--- src/rtl/hood_timer_scheduler.sv ---
// Shares one seconds countdown among the three timed range-hood activities.
// Define HOOD_TIMER_PREEMPT_EN to let a higher-priority request preempt the owner.
module hood_timer_scheduler #(
  parameter int TICKS_PER_SEC = 100,
  parameter int CLEAN_SEC     = 3,
  parameter int LVL3_SEC      = 60,
  parameter int OFF_SEC       = 10
) (
  input  logic       clk,
  input  logic       reset,
  input  logic       tick,
  input  logic       power_on,
  input  logic [2:0] req,
  output logic [2:0] grant,
  output logic [2:0] done,
  output logic       busy,
  output logic [7:0] remain_sec,
  output logic [2:0] preempted
);

  typedef enum logic [1:0] {
    IDLE,
    RUN,
    DONE
  } state_t;

  localparam logic [7:0] SUB_LAST = 8'(TICKS_PER_SEC - 1);

  state_t     state, state_nx;
  logic [2:0] armed, armed_nx;
  logic [2:0] grant_nx, done_nx, pre_nx;
  logic [2:0] elig, pick;
  logic       busy_nx;
  logic [7:0] remain_nx;
  logic [7:0] sub_cnt, sub_nx;

  function automatic logic [7:0] dur(input logic [2:0] g);
    logic [7:0] d;
    d = '0;
    unique case (1'b1)
      g[0]:    d = 8'(CLEAN_SEC);
      g[1]:    d = 8'(LVL3_SEC);
      g[2]:    d = 8'(OFF_SEC);
      default: d = '0;
    endcase
    return d;
  endfunction

  assign elig = req & armed;
  assign pick = elig & (~elig + 3'd1);

`ifdef HOOD_TIMER_PREEMPT_EN
  logic [2:0] above, seize;
  // grant is one-hot, so grant-1 masks every higher-priority index
  assign above = elig & (grant - 3'd1);
  assign seize = above & (~above + 3'd1);
`endif

  always_comb begin
    state_nx  = state;
    grant_nx  = grant;
    done_nx   = '0;
    pre_nx    = '0;
    busy_nx   = busy;
    remain_nx = remain_sec;
    sub_nx    = sub_cnt;
    armed_nx  = armed | ~req;
    unique case (state)
      IDLE: begin
        if (pick != 3'b000) begin
          grant_nx  = pick;
          remain_nx = dur(pick);
          sub_nx    = '0;
          busy_nx   = 1'b1;
          state_nx  = RUN;
        end
      end
      RUN: begin
        if ((req & grant) == 3'b000) begin
          grant_nx  = '0;
          busy_nx   = 1'b0;
          remain_nx = '0;
          sub_nx    = '0;
          state_nx  = IDLE;
        end
`ifdef HOOD_TIMER_PREEMPT_EN
        else if (seize != 3'b000) begin
          pre_nx    = grant;
          grant_nx  = seize;
          remain_nx = dur(seize);
          sub_nx    = '0;
        end
`endif
        else if (tick) begin
          if (sub_cnt == SUB_LAST) begin
            sub_nx = '0;
            if (remain_sec <= 8'd1) begin
              done_nx   = grant;
              armed_nx  = armed_nx & ~grant;
              grant_nx  = '0;
              busy_nx   = 1'b0;
              remain_nx = '0;
              state_nx  = DONE;
            end else begin
              remain_nx = remain_sec - 8'd1;
            end
          end else begin
            sub_nx = sub_cnt + 8'd1;
          end
        end
      end
      DONE: state_nx = IDLE;
      default: state_nx = IDLE;
    endcase
  end

  always_ff @(posedge clk) begin
    if (!reset || !power_on) begin
      state      <= IDLE;
      grant      <= '0;
      done       <= '0;
      preempted  <= '0;
      busy       <= 1'b0;
      remain_sec <= '0;
      sub_cnt    <= '0;
      armed      <= 3'b111;
    end else begin
      state      <= state_nx;
      grant      <= grant_nx;
      done       <= done_nx;
      preempted  <= pre_nx;
      busy       <= busy_nx;
      remain_sec <= remain_nx;
      sub_cnt    <= sub_nx;
      armed      <= armed_nx;
    end
  end

endmodule
--- config.mk ---
export PLATFORM = sky130hd
export DESIGN_NAME = hood_timer_scheduler
export DESIGN_NICKNAME = d
export VERILOG_FILES = /design/src/rtl/hood_timer_scheduler.sv
export SDC_FILE = /design/constraint.sdc
export NUM_CORES = 1
export LEC_CHECK = 0
export BUFFER_PORTS_ARGS = -buffer_cell sky130_fd_sc_hd__buf_2
export CAP_MARGIN = 10
export CORE_ASPECT_RATIO = 0.8
export CORE_UTILIZATION = 30
export DETAILED_ROUTE_END_ITERATION = 10
export HOLD_SLACK_MARGIN = 0.1
export PLACE_DENSITY = 0.59
export SETUP_SLACK_MARGIN = 0.5
export SYNTH_ARGS = -nofsm -noshare
export SYNTH_HDL_FRONTEND = slang
export SYNTH_SLANG_ARGS = --single-unit
--- constraint.sdc ---
create_clock -name clk -period 4.8 [get_ports clk]
set_input_delay 0.24 -clock clk [delete_from_list [all_inputs] [get_ports clk]]
set_output_delay 0.24 -clock clk [all_outputs]
set_load 0.05 [all_outputs]
Word level (Yosys, flattened, before mapping)
Index checks and enable logic that the tools add are counted.
Word-level totals
  flip-flop bits (word level): 28
  input port bits: 7
  output and inout bits: 18
  word-level logic and storage cells: 76
Operators by class
  add/subtract/negate cells: 3
  magnitude comparators: 1
  equal/unequal tests: 6
  multiplexer cells: 35
  bitwise logic cells: 12
  reductions and logical operators: 12
Operators with widths (count)
  two-way mux 8 bit: 9
  case mux 8 bit (2 select lines): 2
  two-way mux 3 bit: 10
  case mux 6 bit (3 select lines): 1
  AND 3 bit: 4
  two-way mux 2 bit: 5
  != test 3 bit (second input constant): 3
  NOT 3 bit: 3
  adder 8 x 1 -> 8 bit (second input constant): 1
  == test 8 x 7 -> 1 bit (second input constant): 1
  <= comparator 8 x 1 -> 1 bit (second input constant): 1
  AND reduction 4 bit: 2
  subtractor 8 x 1 -> 8 bit (second input constant): 1
  case mux 3 bit (2 select lines): 1
  OR reduction 6 bit: 1
  two-way mux 1 bit: 5
  AND reduction 5 bit: 1
  NOT 1 bit: 4
  case mux 2 bit (2 select lines): 1
  adder 3 x 1 -> 3 bit (second input constant): 1
  logical NOT 3 bit: 1
  OR 3 bit: 1
  AND reduction 3 bit: 1
  nonzero test 3 bit: 1
  other kinds (7): 8

Logic depth before layout (Yosys ltp)
Gate-level depths: netlist (run 1).
  word-level depth: 8
  gate-level depth with buffers: 7

Worst setup path after synthesis (run 1)
No wires, ideal clock.
  path kind: register -> register
  start: reg grant[0]
  end: reg remain_sec[6]
  setup time: 75 ps
  arrival time: 2197 ps
  slack: 2528 ps
  cell stages (with the launch flop): 7
  period minus slack after synthesis: 2272 ps
  cells stage by stage: dfxtp_1 -> a222oi_1 -> or2_1 -> buf_6 -> o211ai_4 -> or4_1 -> o22ai_1
Between the ends
  longest elaborated chain between the ends: 4
RTL lines
  from (decl): RTL line 14  | output logic [2:0] grant,
  from (signal assigned): RTL line 129  | grant <= grant_nx;
  AND 3 bit *: RTL line 79  | if ((req & grant) == 3'b000) begin
  logical NOT 3 bit *: RTL line 79
  != test 3 bit (no line) or two-way mux 8 bit (tied branches)
  AND reduction 4 bit (no line) or case mux 8 bit (2 select lines) (tied branches)
  to (signal assigned): RTL line 133  | remain_sec <= remain_nx;
  to (decl): RTL line 17  | output logic [7:0] remain_sec,
Every way passes the cells marked *; elsewhere a longest branch is shown, timed or not.
A chain may end at the register's enable or synchronous reset.

Worst setup path after layout (run 1)
  start: reg grant[1]
  end: reg remain_sec[6]
The elaborated chain is that of the path after synthesis.

==> results.md, run 1 <==
- CTS tree: built
- Die Wd: 80.57 um
- Cell Area, Synth: 0.001481 mm2
- Internal Dissipation: 329.7 uW
- Postcts setup bufs: 0
- Finish-stage setup viols: 0
- Slowest-stage cell, CP: a222oi_1
- Main synth FF type: dfxtp_1
- RSZ-0062 raised after global routing: false
- Period utilization: 51.50%
- Fill cells: 469
- Critical Path Start Type: register
- Switch share: 27.85%
- Achievable frequency: 0.4045 GHz
- Die height: 64.85 um
- Psw: 127.3 uW
- I/O pins: 25
- Row cnt: 22
- Hold crit path type: in2reg
- Hold buffer count at cts: 0
- WL met1: 1853 um
- Largest net degree at the start of global routing: 18
- Resized Gates After CTS: 0
- Most common cell after layout, fill and taps aside: dfxtp_1
- Die area: 0.005225 mm2
- First-pass GRT wire length: 5899 um
- Synth cell types: 47
- # nets final: 204
- Layout Skew: 0.008095 ns
- Number of enable flip-flop cells after synthesis: 0
- Sequential area share after synthesis: 37.84%
- Clock power share: 31.8%
- Worst VDD drop: 117.6 uV
- Period minus WS final: 2.472 ns
- DP HPWL: 2471 um
- Antenna viol nets, final: 0
- WP data arrival: 2.68 ns
- Final WL: 3397 um
- Core ar.: 0.004652 mm2
- Area grow syn2layout: 12.75%
- Final Hold Vio Count: 0
- Critical Path Max Stage Delay: 0.79 ns
- Register bit total from synthesis: 28
- Total gr overflow: 0
- Initial antenna violation count: 0
- GP Congestion: 0.7869
- Status: finished clean
- Vias/cell: 5.304
- Max-cap violations: 0
- Met3 Routed Length: 205 um
- WL/cell: 13.43 um
- Final Power: 456.9 uW
- Vias: 1342
- CP cell instances: a222oi_1 > or2_1 > o211ai_4 > or4_1 > o22ai_1
- Total GRT Usage: 14.62%
- Logic pwr share: 15.4%
- Top fanout value on the critical path: 12
- Worst Tran Pin Value: 0.8782 ns
- Most frequent cells in the layout: dfxtp_1 (28), buf_2 (21), nand2_1 (16), o21ai_0 (13), a21oi_1 (11)
- Highest metal used: met4
- Max-slew headroom: 41.45%
- Cell area power density: 273.6 mW/mm2
- First-pass iteration count of the detailed router: 4
- Antenna diodes: 0
- Skew-Pair Late Insertion Delay: 0.28 ns
- WL met2: 1308 um
- CTS Sinks: 28
- Clk buf depth: 2
- Gate Count Post-Synth: 175
- CTS root buffer: clkbuf_8
- Crit path kind: reg2reg
- CP Capture Type: register
- Syn avg cell area: 8.465 um2
- CTS buffer count: 3
- Yosys warnings: 0
- Port Buf Inserts: 21
- Total Neg Setup Slack: 0 ns
- Initial core utilization: 31.85%
- Sequential share of power: 52.8%
- Vias in the first global route: 1213
- Final routed DRC violation total: 0
- Clock transition at the registers of the reported paths: 0.10 ns
- Leak: 0.0006450 uW
- CP required: 5.00 ns
- CTS H-tree lvls: 1
- Share of layout cells above drive strength 1: 15.54%
- Fin. max-slew vios: 0
- Asr flop ratio synth: 0%
- Starting DRC count in detailed routing: 159
power by group through the flow:
stage / registers [uW] / clock network [uW] / logic, uW
2_1_floorplan: 258 / 0 / 44.8
3_3_place_gp: 247 / 0 / 70.4
3_5_place_dp: 247 / 0 / 69.9
4_1_cts: 241 / 154 / 70.1
5_1_grt: 242 / 164 / 77.8
6_report: 241 / 145 / 70.4
through the flow:
stage | hold slack, ns | utilization, % | setup slack, ns | cells | area [um2]
after CTS | 0.2355 | 35.91 | 2.333 | 253 | 1670
after detailed placement | 0.4634 | 34.72 | 2.319 | 249 | 1615
after global placement | 0.4654 | 34.72 | 2.430 | 249 | 1615
after floorplan | 0.3807 | - | 2.528 | 177 | 1489
after global routing | 0.2535 | 35.91 | 2.157 | 253 | 1670
final | 0.2471 | 35.91 | 2.328 | 253 | 1670
per-layer routing:
metal / up-vias / track usage [%]
met5: - / 0
li1: 682 / -
met4: 0 / 3.348
met3: 4 / 4.085
met1: 619 / 22.23
met2: 37 / 19.81
worst max-delay path: cells and delay by family (launching register included):
| kind | cells | cell delay, ns |
|---|---|---|
| DFF | 1 | 0.37 |
| and+or+nand+nor | 2 | 0.90 |
| AOI/OAI and AO/OA | 3 | 1.12 |
sequential cells by signal, summed over array words and instances (netlist names):
| name | flops |
|---|---|
| state | 2 |
| grant | 3 |
| done | 3 |
| sub_cnt | 8 |
| busy | 1 |
| armed | 3 |
| remain_sec | 8 |
layout make-up:
class	instances	area [um2]	area share, %
inverters	6	22.52	1.348
repair buffers	21	105.1	6.292
multi-input cells	134	852.1	51.01
flip-flops and latches	28	560.5	33.56
clock buffers	4	55.05	3.296
well taps	60	75.07	4.494
cell families after synthesis:
kind of cell	count (synthesis)	share of synthesized area [%]
flip-flops	28	37.84
buffers and inverters	15	5.151
XOR/XNOR	3	1.774
AND/OR/NAND/NOR	72	26.61
AO/OA/AOI/OAI	52	25.17
multiplexers	1	0.6757
other	1	0.2531
adder cells (fa/ha/maj)	3	2.534
worst paths after layout:
check,from,end,slack [ns],cells after the start
max,grant[1]$_SDFFE_PP0P_,remain_sec[6]$_SDFFE_PP0P_,2.33,5
min,tick,state[1]$_SDFFE_PP0P_,0.25,3
max reg2reg,grant[1]$_SDFFE_PP0P_,remain_sec[6]$_SDFFE_PP0P_,2.33,5
min reg2reg,sub_cnt[1]$_SDFFE_PP0P_,sub_cnt[1]$_SDFFE_PP0P_,0.48,2
synth_stat cells, drive strengths merged (2+ instances only):
cell	instances	share of area (%)
o211ai	3	2.4
nor4	4	2.1
buf	5	2.6
o211a	3	2.0
a31oi	4	1.7
o31ai	2	1.0
nor3	9	3.0
and3	3	1.3
nor3b	3	1.5
xnor2	2	1.2
a222oi	2	1.4
nand2b	5	2.1
o21ai	13	4.4
nand3	5	1.7
and2	7	3.0
ha	3	2.5
a21oi	11	3.7
nand2	16	4.1
nor2	8	2.0
o32ai	3	1.8
nor2b	3	1.3
inv	6	1.5
nand4	3	1.3
dfxtp	28	38
a32o	3	2.0
clkbuf	4	1.0
(Power assumes the default switching activity.)
==> inputs of run 2 (changes only) <==
- PLACE_DENSITY: 0.59 -> 0.61
- clock period: 4.8 -> 2.1 ns (I/O delays scaled with it)
==> run 2 against run 1 <==
Sequential share of layout area shrank 5.7 points. Clock power grew 120%. Via count grew 12%. Setup slack lost 2.1 ns. Critical path type unchanged. Total power grew 140%.
==> results.md, run 2 (synthesis gave the netlist of run 1 again) <==
- Initial core utilization: 31.85%
- Status: finished clean
- Max-slew headroom: 56.80%
- Final Power: 1099 uW
- CTS Sinks: 28
- Die area: 0.005225 mm2
- First-pass GRT wire length: 6962 um
- Top fanout value on the critical path: 8
- Leak: 0.0008018 uW
- Total GRT Usage: 17.40%
- Clk buf depth: 2
- Fin. max-slew vios: 0
- Final Hold Vio Count: 0
- WL/cell: 15.49 um
- Final WL: 4290 um
- CTS buffer count: 3
- First-pass iteration count of the detailed router: 5
- Total gr overflow: 0
- Starting DRC count in detailed routing: 124
- Crit path kind: reg2reg
- Total Neg Setup Slack: 0 ns
- Worst VDD drop: 343.6 uV
- CTS tree: built
- CTS root buffer: clkbuf_8
- Skew-Pair Late Insertion Delay: 0.29 ns
- Max-cap violations: 0
- CP Capture Type: register
- I/O pins: 25
- Cell area power density: 535.0 mW/mm2
- RSZ-0062 raised after global routing: true
- Hold buffer count at cts: 0
- Antenna diodes: 0
- Final routed DRC violation total: 0
- Share of layout cells above drive strength 1: 38.25%
- Critical Path Start Type: register
- Final WS setup: 0.2709 ns
- DP HPWL: 2671 um
- Dpl cell area: 0.001698 mm2
- DP Cell Count: 257
- GP Congestion: 0.8056
- Setup Slack @ Placement: 0.1277 ns
- Worst Tran Pin Value: 0.6465 ns
- Most frequent cells in the layout: dfxtp_1 (22), buf_2 (22), nand2_1 (15), buf_4 (15), a21oi_1 (9)
- Finish-stage setup viols: 0
- Non-filler cells, final: 277
- Regs by FF count: remain_sec (8), sub_cnt (8)
- Row cnt: 22
- CTS H-tree lvls: 1
- Clock transition at the registers of the reported paths: 0.10 ns
- Area grow syn2layout: 38.68%
- Design area: 0.002054 mm2
- Period utilization: 87.10%
- Vias/cell: 5.433
- # nets final: 228
- CP required: 2.28 ns
- Fill cells: 461
- Antenna viol nets, final: 0
- Vias: 1505
- Layout Skew: 0.007711 ns
- Achievable frequency: 0.5467 GHz
- Hold crit path type: in2reg
- Vias in the first global route: 1430
- Period minus WS final: 1.829 ns
- Largest net degree at the start of global routing: 18
- Initial antenna violation count: 0
- Die Wd: 80.57 um
- Core ar.: 0.004652 mm2
- Port Buf Inserts: 21
- Die height: 64.85 um
- WP data arrival: 2.01 ns
run 2: cell count changes in the layout (fill, tap and decap cells not counted), sizes merged:
cell	previous run	this run
buf	21	44
clkbuf	4	5
run 2: routing by layer:
layer  vias to the layer above  GRT usage (%)  routed length [um]
met5                         -              0                   0
met4                         0          5.134                  44
met3                         4          4.366                 328
met2                        61          26.38                1843
met1                       704          24.08                2073
li1                        736              -                   -
run 2: cell type report:
| cell class | count | area [um2] | share of cell area [%] |
|---|---|---|---|
| tap | 60 | 75.07 | 3.654 |
| clock buffer | 4 | 45.04 | 2.192 |
| sequential | 28 | 573.1 | 27.89 |
| inverter | 6 | 22.52 | 1.096 |
| multi-input combinational | 134 | 1008 | 49.09 |
| timing repair buffer | 45 | 330.3 | 16.08 |
run 2: power by group:
part | switching [uW] | internal, uW
clock network | 181 | 137
registers | 9.70 | 539
logic | 145 | 87.0
total | 336 | 763
run 2: metrics by stage:
stage / hold WS (ns) / util (%)
global route: 0.1579 / 44.16
global placement: 0.4124 / 36.50
CTS: 0.1160 / 41.23
finish: 0.1397 / 44.16
floorplan: 0.2572 / -
detailed placement: 0.4211 / 36.50
run 2: worst paths after layout:
path | start | endpoint | slack, ns | depth (start not counted)
min | tick | state[1]$_SDFFE_PP0P_ | 0.14 | 3
min reg2reg | sub_cnt[1]$_SDFFE_PP0P_ | sub_cnt[1]$_SDFFE_PP0P_ | 0.48 | 2
max | grant[0]$_SDFFE_PP0P_ | busy$_SDFFE_PP0P_ | 0.27 | 7
max reg2reg | grant[0]$_SDFFE_PP0P_ | busy$_SDFFE_PP0P_ | 0.27 | 7
run 2: timing repair:
item / in CTS / in global routing
gates cloned: 1 / 1
gates resized for setup: 26 / 18
pin swaps: 14 / 8
setup endpoints to repair: 27 / 27
setup buffers: 9 / 5
run 2: worst max-delay path, cell delays in order (launching register included):
cell       delay (ns)
dfxtp_4          0.35
a222oi_1         0.33
buf_4            0.21
a2bb2oi_4        0.18
buf_4            0.14
o211a_4          0.22
nand2_4          0.06
a31o_2           0.22
